### src/rtl/dual_port_rom_reader_pkg.sv
// Shared types, default widths and address helper for the ROM pair reader.
package dual_port_rom_reader_pkg;

  localparam int unsigned AW_DEF = 10;
  localparam int unsigned DW_DEF = 12;

  typedef enum logic [1:0] {
    IDLE  = 2'd0,
    ISSUE = 2'd1,
    DRAIN = 2'd2
  } state_t;

  // Port-A address of pair number idx in a burst starting at base (wraps mod 2^AW).
  function automatic logic [AW_DEF-1:0] pair_addr(input logic [AW_DEF-1:0] base,
                                                  input logic [AW_DEF-1:0] idx);
    return base + {idx[AW_DEF-2:0], 1'b0};
  endfunction

endpackage

### src/rtl/dual_port_rom_reader_fifo.sv
// Show-ahead synchronous FIFO buffering captured ROM pairs ahead of the output stream.
module rom_reader_fifo #(
  parameter int unsigned W     = 25,
  parameter int unsigned DEPTH = 4
) (
  input  logic                     clk,
  input  logic                     rst,
  input  logic                     wr_en,
  input  logic [W-1:0]             din,
  input  logic                     rd_en,
  output logic [W-1:0]             dout,
  output logic                     full,
  output logic                     empty,
  output logic [$clog2(DEPTH):0]   count
);

  localparam int unsigned PW = $clog2(DEPTH);

  logic [W-1:0]  mem_q [DEPTH];
  logic [W-1:0]  mem_d [DEPTH];
  logic [PW-1:0] wr_ptr_q, wr_ptr_d;
  logic [PW-1:0] rd_ptr_q, rd_ptr_d;
  logic [PW:0]   count_q, count_d;
  logic          do_wr, do_rd;

  assign full  = (count_q == (PW+1)'(DEPTH));
  assign empty = (count_q == '0);
  assign count = count_q;
  assign dout  = mem_q[rd_ptr_q];
  assign do_wr = wr_en & ~full;
  assign do_rd = rd_en & ~empty;

  // Next storage, pointer and occupancy values.
  always_comb begin
    mem_d    = mem_q;
    wr_ptr_d = wr_ptr_q;
    rd_ptr_d = rd_ptr_q;
    count_d  = count_q;
    if (do_wr) begin
      mem_d[wr_ptr_q] = din;
      wr_ptr_d        = wr_ptr_q + PW'(1);
    end
    if (do_rd) begin
      rd_ptr_d = rd_ptr_q + PW'(1);
    end
    case ({do_wr, do_rd})
      2'b10:   count_d = count_q + (PW+1)'(1);
      2'b01:   count_d = count_q - (PW+1)'(1);
      default: count_d = count_q;
    endcase
  end

  // Storage and pointer registers; storage cleared so the head reads zero after reset.
  always_ff @(posedge clk) begin
    if (rst) begin
      for (int i = 0; i < int'(DEPTH); i++) begin
        mem_q[i] <= '0;
      end
      wr_ptr_q <= '0;
      rd_ptr_q <= '0;
      count_q  <= '0;
    end else begin
      mem_q    <= mem_d;
      wr_ptr_q <= wr_ptr_d;
      rd_ptr_q <= rd_ptr_d;
      count_q  <= count_d;
    end
  end

  // Upstream credit accounting must never let a write reach a full buffer.
  always_ff @(posedge clk) begin
    if (!rst) begin
      assert (!(wr_en && full));
    end
  end

endmodule

### src/rtl/dual_port_rom_reader.sv
// Burst address generator for a dual-port ROM with credit-controlled read-back stream.
module dual_port_rom_reader
  import dual_port_rom_reader_pkg::*;
#(
  parameter int unsigned AW         = AW_DEF,
  parameter int unsigned DW         = DW_DEF,
  parameter int unsigned ROM_LAT    = 1,
  parameter int unsigned FIFO_DEPTH = 4
) (
  input  logic            clk,
  input  logic            rst,
  input  logic            cmd_valid,
  output logic            cmd_ready,
  input  logic [AW-1:0]   cmd_base,
  input  logic [AW-1:0]   cmd_len,
  output logic [AW-1:0]   addr_a,
  output logic [AW-1:0]   addr_b,
  input  logic [DW-1:0]   q_a,
  input  logic [DW-1:0]   q_b,
  output logic            out_valid,
  input  logic            out_ready,
  output logic [2*DW-1:0] out_data,
  output logic            out_last,
  output logic            busy
);

  localparam int unsigned CW = $clog2(FIFO_DEPTH) + 1;
  localparam int unsigned FW = 2 * DW + 1;

  state_t              state_q, state_d;
  logic [AW-1:0]       ptr_q, ptr_d;
  logic [AW-1:0]       rem_q, rem_d;
  logic [AW-1:0]       addr_a_q, addr_a_d;
  logic [AW-1:0]       addr_b_q, addr_b_d;
  logic [CW-1:0]       credit_q, credit_d;
  logic                cmd_ready_q, cmd_ready_d;
  logic                busy_q, busy_d;
  logic                iss_vld_q, iss_vld_d;
  logic                iss_last_q, iss_last_d;
  logic [ROM_LAT-1:0]  pv_q, pv_d;
  logic [ROM_LAT-1:0]  pl_q, pl_d;

  logic                accept, issue, pop, pop_last, fifo_wr;
  logic                fifo_full, fifo_empty;
  logic [CW-1:0]       fifo_count;
  logic [FW-1:0]       fifo_dout;

  assign accept   = cmd_valid & (state_q == IDLE);
  assign issue    = (state_q == ISSUE) && (credit_q != '0);
  assign pop      = ~fifo_empty & out_ready;
  assign pop_last = pop & fifo_dout[0];
  assign fifo_wr  = pv_q[ROM_LAT-1];

  assign cmd_ready = cmd_ready_q;
  assign busy      = busy_q;
  assign addr_a    = addr_a_q;
  assign addr_b    = addr_b_q;
  assign out_valid = ~fifo_empty;
  assign out_data  = fifo_dout[FW-1:1];
  assign out_last  = fifo_dout[0];

  // State register.
  always_ff @(posedge clk) begin
    if (rst) begin
      state_q <= IDLE;
    end else begin
      state_q <= state_d;
    end
  end

  // Next state: DRAIN ends on the pop of the word flagged last.
  always_comb begin
    state_d = state_q;
    case (state_q)
      IDLE:    if (accept) state_d = ISSUE;
      ISSUE:   if (issue && (rem_q == '0)) state_d = DRAIN;
      DRAIN:   if (pop_last) state_d = IDLE;
      default: state_d = IDLE;
    endcase
  end

  // Datapath and output next values: address issue, credits, tag pipe.
  always_comb begin
    ptr_d       = ptr_q;
    rem_d       = rem_q;
    addr_a_d    = addr_a_q;
    addr_b_d    = addr_b_q;
    credit_d    = credit_q;
    iss_vld_d   = issue;
    iss_last_d  = issue && (rem_q == '0);
    pv_d        = pv_q;
    pl_d        = pl_q;
    cmd_ready_d = (state_d == IDLE);
    busy_d      = (state_d != IDLE);

    if (accept) begin
      ptr_d = cmd_base;
      rem_d = cmd_len;
    end
    if (issue) begin
      addr_a_d = ptr_q;
      addr_b_d = ptr_q + AW'(1);
      ptr_d    = ptr_q + AW'(2);
      if (rem_q != '0) rem_d = rem_q - AW'(1);
    end

    case ({issue, pop})
      2'b10:   credit_d = credit_q - CW'(1);
      2'b01:   credit_d = credit_q + CW'(1);
      default: credit_d = credit_q;
    endcase

    // Tag stage aligned with the address enters the pipe; its exit lines up with q.
    pv_d[0] = iss_vld_q;
    pl_d[0] = iss_last_q;
    for (int i = 1; i < int'(ROM_LAT); i++) begin
      pv_d[i] = pv_q[i-1];
      pl_d[i] = pl_q[i-1];
    end
  end

  // Datapath registers; reset drops every in-flight tag so stale ROM data is never captured.
  always_ff @(posedge clk) begin
    if (rst) begin
      ptr_q       <= '0;
      rem_q       <= '0;
      addr_a_q    <= '0;
      addr_b_q    <= '0;
      credit_q    <= CW'(FIFO_DEPTH);
      iss_vld_q   <= 1'b0;
      iss_last_q  <= 1'b0;
      pv_q        <= '0;
      pl_q        <= '0;
      cmd_ready_q <= 1'b1;
      busy_q      <= 1'b0;
    end else begin
      ptr_q       <= ptr_d;
      rem_q       <= rem_d;
      addr_a_q    <= addr_a_d;
      addr_b_q    <= addr_b_d;
      credit_q    <= credit_d;
      iss_vld_q   <= iss_vld_d;
      iss_last_q  <= iss_last_d;
      pv_q        <= pv_d;
      pl_q        <= pl_d;
      cmd_ready_q <= cmd_ready_d;
      busy_q      <= busy_d;
    end
  end

  // Credits plus buffered words can never exceed the buffer size.
  always_ff @(posedge clk) begin
    if (!rst) begin
      assert (32'(credit_q) + 32'(fifo_count) <= FIFO_DEPTH);
    end
  end

  rom_reader_fifo #(
    .W     (FW),
    .DEPTH (FIFO_DEPTH)
  ) u_fifo (
    .clk   (clk),
    .rst   (rst),
    .wr_en (fifo_wr),
    .din   ({q_b, q_a, pl_q[ROM_LAT-1]}),
    .rd_en (pop),
    .dout  (fifo_dout),
    .full  (fifo_full),
    .empty (fifo_empty),
    .count (fifo_count)
  );

endmodule
### config.mk
export PLATFORM = sky130hd
export DESIGN_NAME = dual_port_rom_reader
export DESIGN_NICKNAME = d
export VERILOG_FILES = /design/src/rtl/dual_port_rom_reader_pkg.sv /design/src/rtl/dual_port_rom_reader_fifo.sv /design/src/rtl/dual_port_rom_reader.sv
export SDC_FILE = /design/constraint.sdc
export NUM_CORES = 1
export LEC_CHECK = 0
export ABC_AREA = 1
export ABC_CLOCK_PERIOD_IN_PS = 3500
export BUFFER_PORTS_ARGS = -buffer_cell sky130_fd_sc_hd__buf_2
export CAP_MARGIN = 20
export CORE_MARGIN = 2
export CORE_UTILIZATION = 62
export DETAILED_ROUTE_END_ITERATION = 7
export PLACE_DENSITY_LB_ADDON = 0.08
export SYNTH_ARGS = -nofsm -noshare
export SYNTH_HDL_FRONTEND = slang
export SYNTH_SLANG_ARGS = --single-unit
### constraint.sdc
create_clock -name clk -period 3.5 [get_ports clk]
set_clock_uncertainty 0.2 [all_clocks]
set_input_delay 0.175 -clock clk [delete_from_list [all_inputs] [get_ports clk]]
set_output_delay 0.175 -clock clk [all_outputs]
set_load 0.005 [all_outputs]
==> results.py <==
metrics = {
    "job": {
        "drv_cap": 0,
    },
    "routing": {
        "viasPerCell": 5.70,
        "dr_wl_met2_mm": 9.44,
        "drtIter0Drc": 827,
        "drc": 0,
        "drt-met1-wl_mm": 8.14,
        "dr.pass1.iters": 5,
        "wire_per_inst_um": 15.3,
        "routed-wl-met3_mm": 1.32,
        "vias": 7089,
        "routed_wl_mm": 19.1,
        "ant_nets": 0,
        "top_layer": "met4",
    },
    "run_status": {
        "outcome": "finished, final reports clean",
    },
    "placement": {
        "placed_area_um2": 7520,
        "portBuffers": 95,
        "hpwlAfterDp_mm": 10.2,
        "gp_congestion": 0.808,
    },
    "synthesis": {
        "yosysUniqueCellTypes": 30,
        "synth_area_leader_cell": "dfxtp_1",
        "ys_async_sr_fraction": 0,
        "yosys_warnings": 0,
        "ys.flop_type": "dfxtp_1",
        "synthTopCellsByCount": "nand2_1, dfxtp_1, a21oi_1",
        "synth.most_common_cell": "nand2_1",
        "ys_seq_area_frac": 0.434,
        "synth_edf_count": 0,
        "synth_nets": 1045,
        "yosysTopAreaCellShare": 0.434,
        "synth_area_um2": 7290,
        "synth_cells": 985,
        "synthTopCellsByArea": "dfxtp_1, nand2_1, a21oi_1, nand3_1, o21ai_0",
        "ys_ff_latch": 158,
        "synth.avg_cell_area_um2": 7.40,
    },
    "clock_network": {
        "cts_tree": "yes",
        "cts-buffers-inserted": 17,
        "postCtsSetupBuffers": 0,
        "insertion_delay_ps": 420,
        "clock_path_buffers": 2,
        "path_clk_slew_ps": 60,
        "clockRootBuffer": "clkbuf_16",
        "clock-sinks": 158,
        "htreeDepth": 4,
    },
    "final_layout": {
        "drive_gt1_frac": 0.137,
        "diodes": 0,
        "post-route-util": 0.760,
        "design_area_um2": 8720,
        "finalNetCount": 1148,
        "num-fill-cells": 916,
        "area_growth_syn_to_layout_pct": 19.6,
    },
    "timing": {
        "fin_crit_sh": 0.751,
        "slew_viol_final": 0,
        "maxSlewHeadroom": 0.286,
        "setup_viol": 0,
        "fmax_ghz": 0.380,
        "grt_setup_unrepaired": "false",
        "hold_violations": 0,
        "tns_ps": 0,
        "tightest_slew_ps": 1070,
        "final.min_clock_period_ps": 2630,
    },
    "die": {
        "start_util": 0.636,
        "rows": 39,
        "io_pins": 96,
        "core-area_um2": 11500,
        "die_area_um2": 12600,
        "die_x_um": 112,
        "die-height_um": 112,
    },
    "worst_setup_path": {
        "slowest_stage": "inv_1",
        "crit_type": "flop to output port",
        "end_kind": "output port",
        "cp_max_fo": 27,
        "path_buf_inv": 3,
        "slowest_delay_ps": 670,
        "crit_chain": "buf_4 -> inv_1 -> o21ai_0 -> o22ai_1 -> buf_2",
        "cp.arrival_ps": 2250,
        "required_ps": 3120,
        "cpLargestDelayFamily": "buffers and inverters",
        "critPathLaunchType": "flop",
    },
    "global_route": {
        "first_global_vias": 6783,
        "grt_start_max_net_pins": 105,
        "grt.total_usage": 0.306,
        "grt_first_pass_wirelength_mm": 31.8,
        "grt_overflow_total": 0,
        "antenna_found_initial": 0,
    },
    "pwr": {
        "p_leak_uw": 0.00357,
        "p_per_area_nw_per_um2": 596,
        "peakVddDrop_mv": 0.447,
    },
    "worst_hold_path": {
        "hp-class": "input port to flop",
    },
}
==> state kept, by name (all words and copies together) (netlist names), 2 cells and up <==
register         flops
u_fifo.rd_ptr_q      2
state_q              2
u_fifo.wr_ptr_q      2
rem_q               10
credit_q             3
u_fifo.count         3
addr_b              10
u_fifo.mem_q       100
ptr_q               10
addr_a              10
==> kinds of logic (layout without fill, tap and decap cells) <==
logic type | Yosys count | after routing | synth area share
adder cells (fa/ha/maj) | 12 | 12 | 0.0227
AND/OR/NAND/NOR | 420 | 420 | 0.245
XOR/XNOR | 17 | 17 | 0.0204
buffers and inverters | 121 | 237 | 0.0942
AO/OA/AOI/OAI | 257 | 257 | 0.184
flip-flops | 158 | 158 | 0.434
==> worst reg2reg max path: stages, from the launching register on <==
cell	delay [ps]
dfxtp_1	360
ha_1	700
nand2_4	390
nand2_1	150
a21oi_1	60
dlygate4sd3_1	550
==> final cells by class <==
cell class	instances	area [um2]	share of cell area
Clock inverter	9	178	0.0204
Timing Repair Buffer	155	1060	0.121
Clock buffer	23	508	0.0583
Multi-Input combinational cell	706	3440	0.395
Tap cell	143	179	0.0205
Sequential cell	158	3160	0.363
Inverter	50	195	0.0224
==> cell usage in the layout (no fill, tap or decap) <==
cell type      instances
o21ai_0               95
a211oi_1               2
ha_1                  10
nand3_1              117
and2_1                 1
inv_1                 48
inv_2                  1
nand2_1              181
clkbuf_16             17
buf_2                 94
xor2_1                16
bufinv_16              5
nand2_2                2
buf_4                 10
fa_1                   2
o21ai_1                3
nand2_4                5
a21o_1                 2
a31oi_1                3
nor2_1               106
clkinvlp_4             3
nor2_2                 3
dfxtp_1              158
o211ai_1               2
nor3_1                 4
xnor2_1                1
clkbuf_8               6
inv_8                  1
o22ai_1               24
clkinv_2               1
or2_2                  1
a21oi_2                2
a21oi_1              124
dlygate4sd3_1         51
==> where the power goes <==
group	switching (uW)	internal [uW]
Combinational	670	394
Clock	728	1380
Sequential	89.1	1930
==> metrics by stage <==
step | total power, uW | cells | hold WS (ps) | setup slack, ps
global placement | 3030 | 1161 | 202 | 1310
detailed placement | 3040 | 1161 | 205 | 1280
floorplan | 2780 | 985 | 119 | 1460
finish | 5190 | 1244 | 191 | 871
CTS | 5190 | 1244 | 185 | 912
global route | 5430 | 1244 | 233 | 770
==> what timing repair did <==
action,CTS,global route
resized for setup,0,0
endpoints found under the hold margin,125,0
hold buffers,51,0
==> routing by layer <==
metal | up-vias | global-route usage
met5 | - | 0
met4 | 0 | 0.0740
met1 | 3295 | 0.387
li1 | 3489 | -
met2 | 285 | 0.530
met3 | 20 | 0.0751
==> worst paths after layout <==
path                           start               end  slack, ps  depth (start not counted)
setup / recovery  u_fifo.rd_ptr_q[1]       out_data[6]        870                          5
hold / removal             cmd_valid        state_q[0]        190                          5
setup reg to reg  u_fifo.wr_ptr_q[0]  u_fifo.mem_q[18]        980                          5
hold reg to reg            iss_vld_q           fifo_wr        220                          2
Power figures use the tool's default switching activity.
